### src/rtl/poly_note_player.sv
// Multi-voice note player: per-voice phase/duration state, triangle oscillators and a
// saturating mixer feeding a two-stage sample pipeline.
module poly_note_player #(
  parameter int unsigned NUM_VOICES = 4,
  parameter int unsigned PHASE_W    = 22,
  parameter int unsigned SAMPLE_W   = 16,
  parameter int unsigned DUR_W      = 6,
  parameter int unsigned MIX_SHIFT  = 2,
  localparam int unsigned VOICE_W   = (NUM_VOICES > 1) ? $clog2(NUM_VOICES) : 1
) (
  input  logic                  clk,
  input  logic                  reset,
  input  logic                  play_enable,
  input  logic                  load_new_note,
  input  logic [VOICE_W-1:0]    load_voice,
  input  logic [PHASE_W-1:0]    step_to_load,
  input  logic [DUR_W-1:0]      duration_to_load,
  input  logic                  beat,
  input  logic                  sampling_pulse,
  output logic [NUM_VOICES-1:0] voice_active,
  output logic [NUM_VOICES-1:0] note_done,
  output logic [SAMPLE_W-1:0]   sample,
  output logic                  sample_ready
);

  localparam int unsigned MIX_W = SAMPLE_W + $clog2(NUM_VOICES) + 1;

  logic [PHASE_W-1:0]    phase_q [NUM_VOICES];
  logic [PHASE_W-1:0]    step_q  [NUM_VOICES];
  logic [DUR_W-1:0]      dur_q   [NUM_VOICES];
  logic [DUR_W-1:0]      cnt_q   [NUM_VOICES];
  logic [NUM_VOICES-1:0] active_q;
  logic [NUM_VOICES-1:0] done_q;
  logic [NUM_VOICES-1:0] load_hit;
  logic [NUM_VOICES-1:0] expire;

  logic                       pend_q;
  logic                       ready_q;
  logic [SAMPLE_W-1:0]        sample_q;
  logic [SAMPLE_W-1:0]        tri_u     [NUM_VOICES];
  logic signed [SAMPLE_W-1:0] voice_val [NUM_VOICES];
  logic signed [MIX_W-1:0]    mix_sum;
  logic signed [MIX_W-1:0]    mix_shr;
  logic [MIX_W-SAMPLE_W:0]    mix_top;
  logic [SAMPLE_W-1:0]        mix_sat;

  // Decode the load strobe and the per-voice expiry condition on the next beat.
  always_comb begin
    for (int v = 0; v < NUM_VOICES; v++) begin
      // Out-of-range indices match no voice, so they are dropped here.
      load_hit[v] = load_new_note && (load_voice == VOICE_W'(v));
      // Duration 0 expires on the first beat, like a duration that has just been reached.
      expire[v]   = (dur_q[v] == '0) || ((cnt_q[v] + DUR_W'(1)) == dur_q[v]);
    end
  end

  // Per-voice state: load/retrigger beats everything, otherwise advance only while playing.
  always_ff @(posedge clk) begin
    if (reset) begin
      for (int v = 0; v < NUM_VOICES; v++) begin
        phase_q[v] <= '0;
        step_q[v]  <= '0;
        dur_q[v]   <= '0;
        cnt_q[v]   <= '0;
      end
      active_q <= '0;
      done_q   <= '0;
    end else begin
      done_q <= '0;
      for (int v = 0; v < NUM_VOICES; v++) begin
        if (load_hit[v]) begin
          step_q[v]   <= step_to_load;
          dur_q[v]    <= duration_to_load;
          phase_q[v]  <= '0;
          cnt_q[v]    <= '0;
          active_q[v] <= 1'b1;
        end else if (play_enable && active_q[v]) begin
          if (sampling_pulse) begin
            phase_q[v] <= phase_q[v] + step_q[v];
          end
          if (beat) begin
            if (expire[v]) begin
              active_q[v] <= 1'b0;
              done_q[v]   <= 1'b1;
            end else begin
              cnt_q[v] <= cnt_q[v] + DUR_W'(1);
            end
          end
        end
      end
    end
  end

  // Fold each phase into a triangle and centre it; idle or resting voices are silent.
  always_comb begin
    for (int v = 0; v < NUM_VOICES; v++) begin
      tri_u[v] = phase_q[v][PHASE_W-2 -: SAMPLE_W];
      if (phase_q[v][PHASE_W-1]) begin
        tri_u[v] = ~tri_u[v];
      end
      voice_val[v] = '0;
      if (active_q[v] && (step_q[v] != '0)) begin
        // Subtracting half scale is the same as flipping the MSB.
        voice_val[v] = {~tri_u[v][SAMPLE_W-1], tri_u[v][SAMPLE_W-2:0]};
      end
    end
  end

  // Sum the voices with headroom, attenuate, then clamp into the sample range.
  always_comb begin
    mix_sum = '0;
    for (int v = 0; v < NUM_VOICES; v++) begin
      mix_sum = mix_sum + MIX_W'(voice_val[v]);
    end
    mix_shr = mix_sum >>> MIX_SHIFT;
    mix_top = mix_shr[MIX_W-1:SAMPLE_W-1];
    if ((&mix_top) || !(|mix_top)) begin
      mix_sat = mix_shr[SAMPLE_W-1:0];
    end else if (mix_shr[MIX_W-1]) begin
      mix_sat = {1'b1, {(SAMPLE_W-1){1'b0}}};
    end else begin
      mix_sat = {1'b0, {(SAMPLE_W-1){1'b1}}};
    end
  end

  // Sample pipeline: a pulse taken while playing is registered one cycle later,
  // and completes even if play_enable drops in between.
  always_ff @(posedge clk) begin
    if (reset) begin
      pend_q   <= 1'b0;
      ready_q  <= 1'b0;
      sample_q <= '0;
    end else begin
      pend_q  <= play_enable && sampling_pulse;
      ready_q <= pend_q;
      if (pend_q) begin
        sample_q <= mix_sat;
      end
    end
  end

  assign voice_active = active_q;
  assign note_done    = done_q;
  assign sample       = sample_q;
  assign sample_ready = ready_q;

endmodule

### config.mk
export PLATFORM = sky130hd
export DESIGN_NAME = poly_note_player
export DESIGN_NICKNAME = d
export VERILOG_FILES = /design/src/rtl/poly_note_player.sv
export SDC_FILE = /design/constraint.sdc
export NUM_CORES = 1
export LEC_CHECK = 0
export ABC_AREA = 1
export BUFFER_PORTS_ARGS = -buffer_cell sky130_fd_sc_hd__buf_2
export CORE_UTILIZATION = 35
export DETAILED_ROUTE_END_ITERATION = 8
export GPL_ROUTABILITY_DRIVEN = 0
export PLACE_DENSITY = 0.61
export SYNTH_ARGS = -nofsm -noshare
export SYNTH_HDL_FRONTEND = slang
export SYNTH_SLANG_ARGS = --single-unit
### constraint.sdc
create_clock -name clk -period 6.95 [get_ports clk]
set_clock_uncertainty 0.05 [all_clocks]
set_input_delay 0.695 -clock clk [delete_from_list [all_inputs] [get_ports clk]]
set_output_delay 0.695 -clock clk [all_outputs]
set_load 0.02 [all_outputs]
==> results by group, run 1 <==
Route
  – DR pass1 iterations: 7
  – Vias after detailed routing: approximately 13000
  – ANT nets after route: 0
  – Via/cell ratio: ~5.2
  – Post-DR wirelength/cell: between 15 and 20 microns
  – Drc violations: 6
  – Initial DRC Count: 1186
  – DRT Wirelength: 46200 microns

Die
  – DIE AREA: between 0.04 and 0.05 sq mm
  – Core Region: between 0.04 and 0.05 sq mm
  – Die height: 220 microns
  – IO Count: 61
  – Die W: between 200 and 250 microns
  – Initial Util: 0.356
  – Row count: 79

Critical path
  – WP data required: 7.36 ns
  – Worst Setup End Kind: register
  – Kind of critical path: register to register
  – R2R cell count: 23
  – Worst Path Arrival: around 5.8 ns
  – Startpoint types: register
  – CP max FO: 15

Placed design
  – Port buffer count: 60
  – DP HPWL: ~36000 microns

Global route
  – First-pass GRT wire length: ~71000 microns
  – Gr usage total: 0.191
  – Remaining global-route overflow: 0
  – Pin count of the biggest net entering global routing: 31
  – Initial antenna violation count: 0
  – Vias in the first global route: around 13000

Synth
  – Synth warn: 0
  – Syn Area/Cell: 8.74 sq um
  – Netlist Area Pre-Place: 0.0166 sq mm
  – Post-synth EDFFs: about 220
  – Syn nets: about 2100
  – Seq cells post-synth: 250
  – Sequential share of the synthesized area: 0.436
  – Synth unique cells: 49
  – Post-Syn Instances: ~1900
  – Dominant synthesized flop cell: edfxtp_1
  – Async SR Flop Fraction: 0

Cells and area
  – Fin nets: ~2100
  – Share of post-route cells with drive strength above 1: 0.0884
  – Diodes inserted: 0
  – Util after Layout: 0.398
  – Syn-to-layout area delta: 11.8%

Min path
  – Hold WC Path Type: input port to register
  – Min-Delay Path Depth: 4

Pwr
  – Tot Pwr: around 4100 uW
  – Max VDD drop: about 190 uV
  – Pwr/cell area: 221 mW/mm^2
  – LEAKAGE: between 0.007 and 0.008 uW

Outcome
  – Status: finished, violations left
  – Violated checks: DRC

Job
  – Max_cap viols: 0

STA
  – Setup violators final: 0
  – Actual slew at the worst max-slew pin: between 1 and 1.5 ns
  – Fmax: between 0.15 and 0.2 GHz
  – Fin crit share: 0.769
  – Min cycle time layout: about 5.3 ns
  – Final Max Tran Viols: 0
  – Max_slew headroom: 0.208
  – Setup TNS: 0 ns
  – Fin. Hold Viols: 0
  – RSZ-0062 raised after global routing: no

Clock tree
  – Htree depth: 1
  – Setup Buffers After CTS: 0
  – Clock edge transition at the registers on the reported setup and hold paths: ~0.060 ns
  – CTS tree: done
  – # resized after CTS: 0
  – Clock tree buffer depth: 3
  – Worst skew pair latency: around 0.6 ns
  – Hold_buf cts: 0
  – CTS buffer count: 29
  – CTS Root Buffer Type: clkbuf_16
  – CTS sink cnt: 250
==> synthesized netlist by cell type (14+ instances only) <==
master / count / area share
nand2_2: 15 / 0.0056
o21ai_1: 14 / 0.0042
a21o_1: 17 / 0.0077
nand4_1: 19 / 0.0071
xnor2_1: 62 / 0.033
nor4_1: 21 / 0.0079
a21oi_2: 16 / 0.0084
nor3_1: 29 / 0.0087
a21oi_1: 178 / 0.054
inv_1: 207 / 0.047
xor2_1: 43 / 0.023
ha_1: 104 / 0.078
edfxtp_1: 224 / 0.40
nor2_1: 321 / 0.072
nand2_1: 277 / 0.063
clkbuf_1: 24 / 0.0054
nand3_1: 59 / 0.018
o21a_1: 20 / 0.0090
dfxtp_1: 26 / 0.031
o21ai_0: 116 / 0.035
fa_1: 37 / 0.045
==> cell families (layout without fill, tap and decap cells) <==
logic type | count (synthesis) | after routing | synth area share
AO/OA/AOI/OAI | 395 | 395 | 0.135
adder cells (fa/ha/maj) | 141 | 141 | 0.123
buffers and inverters | 246 | 334 | 0.0571
flip-flops | 250 | 250 | 0.436
XOR/XNOR | 105 | 105 | 0.0553
AND/OR/NAND/NOR | 765 | 765 | 0.194
==> path summary, 6_finish.rpt <==
| path | end | startpoint | slack, ns |
|---|---|---|---|
| setup reg to reg | sample[14] | step_q[1][1] | 1.60 |
| hold / removal | voice_active[0] | beat | 0.39 |
| setup / recovery | sample[14] | step_q[1][1] | 1.60 |
| hold reg to reg | sample[10] | sample[10] | 0.41 |
==> critical path, cell delays in order (launching register included) <==
cell and delay, ns:
edfxtp_1 0.42, or4_1 0.56, nor4_1 0.27, nand3_1 0.14, nand2_1 0.37, nor2_1 0.13
fa_1 0.50, inv_1 0.06, fa_1 0.46, nor2_1 0.09, nand2_1 0.05, nor2_1 0.32
nand2_1 0.17, fa_1 0.44, o21ai_2 0.22, nand2_1 0.09, nand2_2 0.11, nand2_1 0.07
nand3_1 0.08, nand2_2 0.07, nand3_2 0.09, nand2_2 0.05, inv_2 0.29, a21oi_1 0.11
==> final cells by class <==
| type | count | area [sq um] |
|---|---|---|
| Fill cell | 4694 | 28100 |
| Multi-Input combinational cell | 1406 | 8440 |
| Sequential cell | 250 | 7250 |
| Inverter | 211 | 795 |
| Clock buffer | 36 | 782 |
| Tap cell | 607 | 759 |
| Timing Repair Buffer | 69 | 368 |
| Clock inverter | 18 | 196 |
==> power breakdown <==
| group | internal [uW] | total (uW) | switching (uW) |
|---|---|---|---|
| Clock | 915 | 1580 | 664 |
| Sequential | 1740 | 1820 | 79.6 |
| Combinational | 234 | 712 | 479 |
==> registers in the layout (all words and copies together) (netlist names) <==
register / flops
cnt_q: 24
dur_q: 24
note_done: 4
pend_q: 1
phase_q: 88
sample: 16
sample_ready: 1
step_q: 88
voice_active: 4
==> per-stage QoR <==
step	cell area [sq um]	hold WS [ns]	instances	worst slack, ns
final	18600	0.391	2597	1.60
after global routing	18600	0.421	2597	1.18
after CTS	18600	0.373	2597	1.65
after detailed placement	17600	0.406	2543	1.66
after global placement	17600	0.415	2543	1.84
after floorplan	16600	0.484	1902	2.49
==> layer usage <==
metal  global-route usage  wire length, microns
met2                0.305                 20600
met5                    0                     0
met1                0.254                 20600
met4               0.0756                  1950
met3               0.0356                  3030
==> cells in the final DEF, fill, tap and decap left out, types with 5 or more instances in the layout <==
cell type / instances
o211ai_1: 5
ha_1: 104
o21ai_1: 14
nor3_1: 28
a21o_1: 17
nor4_1: 21
inv_1: 207
dfxtp_1: 26
nand4_1: 19
nand2_2: 15
clkinvlp_4: 5
xor2_1: 43
a21oi_2: 16
o21ai_0: 116
a21oi_1: 178
xnor2_1: 62
nor2_1: 321
clkbuf_16: 29
edfxtp_1: 224
nand3_1: 59
buf_2: 60
buf_4: 9
o21bai_1: 7
o21a_1: 20
fa_1: 37
nand2_1: 277
Power figures use the tool's default switching activity.
==> run 2, diff against run 1 <==
--- a/config.mk
+++ b/config.mk
@@ -5,12 +5,12 @@
 export SDC_FILE = /design/constraint.sdc
 export NUM_CORES = 1
 export LEC_CHECK = 0
-export ABC_AREA = 1
+export ABC_AREA = 0
 export BUFFER_PORTS_ARGS = -buffer_cell sky130_fd_sc_hd__buf_2
 export CORE_UTILIZATION = 35
 export DETAILED_ROUTE_END_ITERATION = 8
 export GPL_ROUTABILITY_DRIVEN = 0
-export PLACE_DENSITY = 0.61
+export PLACE_DENSITY = 0.63
 export SYNTH_ARGS = -nofsm -noshare
 export SYNTH_HDL_FRONTEND = slang
 export SYNTH_SLANG_ARGS = --single-unit
==> constraint.sdc (replaced) <==
create_clock -name clk -period 4.46 [get_ports clk]
set_clock_uncertainty 0.05 [all_clocks]
set_input_delay 0.446 -clock clk [delete_from_list [all_inputs] [get_ports clk]]
set_output_delay 0.446 -clock clk [all_outputs]
set_load 0.02 [all_outputs]
==> results by group, run 2 <==
Outcome
  – Status: finished, violations left
  – Violated checks: setup timing

STA
  – Min cycle time layout: around 5.3 ns
  – Setup violators final: 16
  – Max_slew headroom: 0.185
  – Final Max Tran Viols: 0
  – Actual slew at the worst max-slew pin: 1.22 ns
  – Fmax: approximately 0.19 GHz
  – RSZ-0062 raised after global routing: yes
  – Fin crit share: 1.18
  – Min setup slack post-route: -0.801 ns
  – Fin. Hold Viols: 0

Clock tree
  – Htree depth: 1
  – CTS buffer count: 31
  – CTS sink cnt: 250
  – Clock tree buffer depth: 3
  – Clock edge transition at the registers on the reported setup and hold paths: 0.06 ns
  – Worst skew pair latency: approximately 0.60 ns
  – CTS Root Buffer Type: clkbuf_16
  – Hold_buf cts: 0
  – CTS tree: done

Die
  – Core Region: ~0.045 sq mm
  – DIE AREA: 0.0472 sq mm
  – Row count: 78
  – IO Count: 61
  – Die height: 217 microns
  – Die W: between 200 and 250 microns
  – Initial Util: 0.356

Route
  – Drc violations: 0
  – DR pass1 iterations: 5
  – ANT nets after route: 0
  – Post-DR wirelength/cell: between 15 and 20 microns
  – Via/cell ratio: between 5 and 6
  – Initial DRC Count: around 960
  – Vias after detailed routing: roughly 12000
  – DRT Wirelength: ~43000 microns

Cells and area
  – Largest regs: phase_q x88, step_q x88
  – Commonest non-fill, non-tap cells in the layout: edfxtp_1, nor2_1, buf_4, and2_1, ha_1
  – Fin nets: just under 2000
  – Syn-to-layout area delta: 21.9%
  – Fill count: about 4300
  – Final non-filler cell total: approximately 2400
  – Commonest non-fill, non-tap cell in the layout: edfxtp_1
  – Final Cell Area: ~0.020 sq mm
  – Share of post-route cells with drive strength above 1: 0.188

Global route
  – Busiest grt layer: met2
  – Met2 usage: 0.291
  – Initial antenna violation count: 3
  – Gr usage total: 0.181
  – GR met1 Demand/Resource: 0.232
  – First-pass GRT wire length: 66200 microns
  – Pin count of the biggest net entering global routing: 33
  – Vias in the first global route: ~12000
  – Remaining global-route overflow: 0
  – M3 GR Usage: 0.0359

Synth
  – Synth unique cells: 74
  – Syn Area/Cell: approximately 10 sq um
  – Dominant cell type by area after synthesis: edfxtp_1
  – Syn nets: about 1700
  – Async SR Flop Fraction: 0
  – Netlist Area Pre-Place: ~0.016 sq mm
  – Dominant synthesized flop cell: edfxtp_1
  – Post-synth EDFFs: approximately 220
  – Top cell type's share of synthesized area: 0.415
  – Top cells by area, synth: edfxtp_1, ha_1, xnor2_1
  – Seq cells post-synth: 250
  – Sequential share of the synthesized area: 0.447
  – Synth warn: 0
  – Post-Syn Instances: 1550
  – Count leader, synth: edfxtp_1
  – Synth cell count leaders: edfxtp_1, nor2_1, and2_1

Critical path
  – Kind of critical path: register to register
  – Worst Path Arrival: 5.69 ns
  – R2R cell count: 21
  – Worst path cell trace: or4_4 > o41ai_4 > buf_6 > buf_6 > nor2_4 > fa_1 > inv_1 > fa_1 > inv_1 > ha_1 > and4_1 > o21a_2 > o41ai_4 > o21ai_2 > a211oi_2 > and4b_1 > o31ai_4 > buf_4 > buf_16 > a21oi_1 > o221a_1
  – CP max FO: 15
  – Startpoint types: register
  – WP data required: approximately 4.9 ns
  – Crit path max-delay cell type: or4_4
  – Slowest cell delay on critical path: around 0.56 ns
  – Worst Setup End Kind: register

Pwr
  – Max VDD drop: 291 uV
  – LEAKAGE: between 0.008 and 0.009 uW
  – Pwr/cell area: 345 mW/mm^2

Placed design
  – DP Area: 0.0183 sq mm
  – DP HPWL: 32100 microns
  – Port buffer count: 60
  – Placed Cells: ~2300

Min path
  – Hold WC Path Type: input port to register
  – Min-Delay Path Depth: 2

Job
  – Max_cap viols: 0
## run 2: what timing repair did
action / CTS / global route
setup buffers: 10 / 7
cloned: 2 / 2
endpoints found under the hold margin: 0 / 0
gates resized for setup: 19 / 13
endpoints found under the setup margin: 16 / 16
pin swaps: 15 / 4
## run 2: power by group
group / internal (uW) / switching (uW)
Clock: 1620 / 1040
Sequential: 2710 / 114
Combinational: 604 / 731
## run 2: cell type report
| type | count | area [sq um] | area share |
|---|---|---|---|
| Clock inverter | 13 | 210 | 0.0106 |
| Antenna cell | 4 | 10.0 | 0.000507 |
| Multi-Input combinational cell | 1162 | 8590 | 0.435 |
| Inverter | 96 | 363 | 0.0184 |
| Tap cell | 600 | 751 | 0.0380 |
| Sequential cell | 250 | 7250 | 0.367 |
| Clock buffer | 44 | 855 | 0.0433 |
| Timing Repair Buffer | 239 | 1730 | 0.0874 |
## run 2: critical path: cells and delay by family, from the launching register on
kind | cells | cell delay, ns
flip-flops | 1 | 0.42
adder cells (fa/ha/maj) | 3 | 1.22
buffers and inverters | 6 | 0.68
AND/OR/NAND/NOR | 4 | 1.03
AO/OA/AOI/OAI | 8 | 1.71
## run 2: path summary, 6_finish.rpt
| kind | from | endpoint | slack, ns |
|---|---|---|---|
| worst max-delay path | step_q[3][9] | sample[1] | -0.80 |
| worst min-delay path | duration_to_load[5] | dur_q[0][5] | 0.14 |
| worst max register to register | step_q[3][9] | sample[1] | -0.80 |
| worst min register to register | sample[15] | sample[15] | 0.46 |
## run 2: per-stage QoR
step           power [uW]  utilization  setup WS (ns)  TNS (ns)  hold slack [ns]
2_1_floorplan        3690            -         -0.587     -9.12            0.508
3_3_place_gp         4090        0.403         -0.962    -14.61            0.424
3_5_place_dp         4120        0.403          -1.05    -16.03            0.449
4_1_cts              6840        0.431         -0.762    -11.77            0.106
5_1_grt              7100        0.434          -1.01    -15.64            0.134
6_report             6810        0.434         -0.801    -12.29            0.139
## run 2: cell families (layout without fill, tap and decap cells)
group	count (synthesis)	count (layout)	share of synthesized area
compound gates	253	253	0.108
xor+xnor	177	178	0.0961
fa+ha+maj	141	141	0.126
buf+inv	139	392	0.0364
flops	250	250	0.447
mux	4	4	0.00247
other cells	0	4	0
simple gates	586	586	0.184
## run 2: layer usage
layer | vias up | routed length [microns]
met1 | 5794 | 18700
met2 | 328 | 19400
met5 | - | 0
li1 | 5976 | -
met4 | 0 | 1990
met3 | 91 | 2610
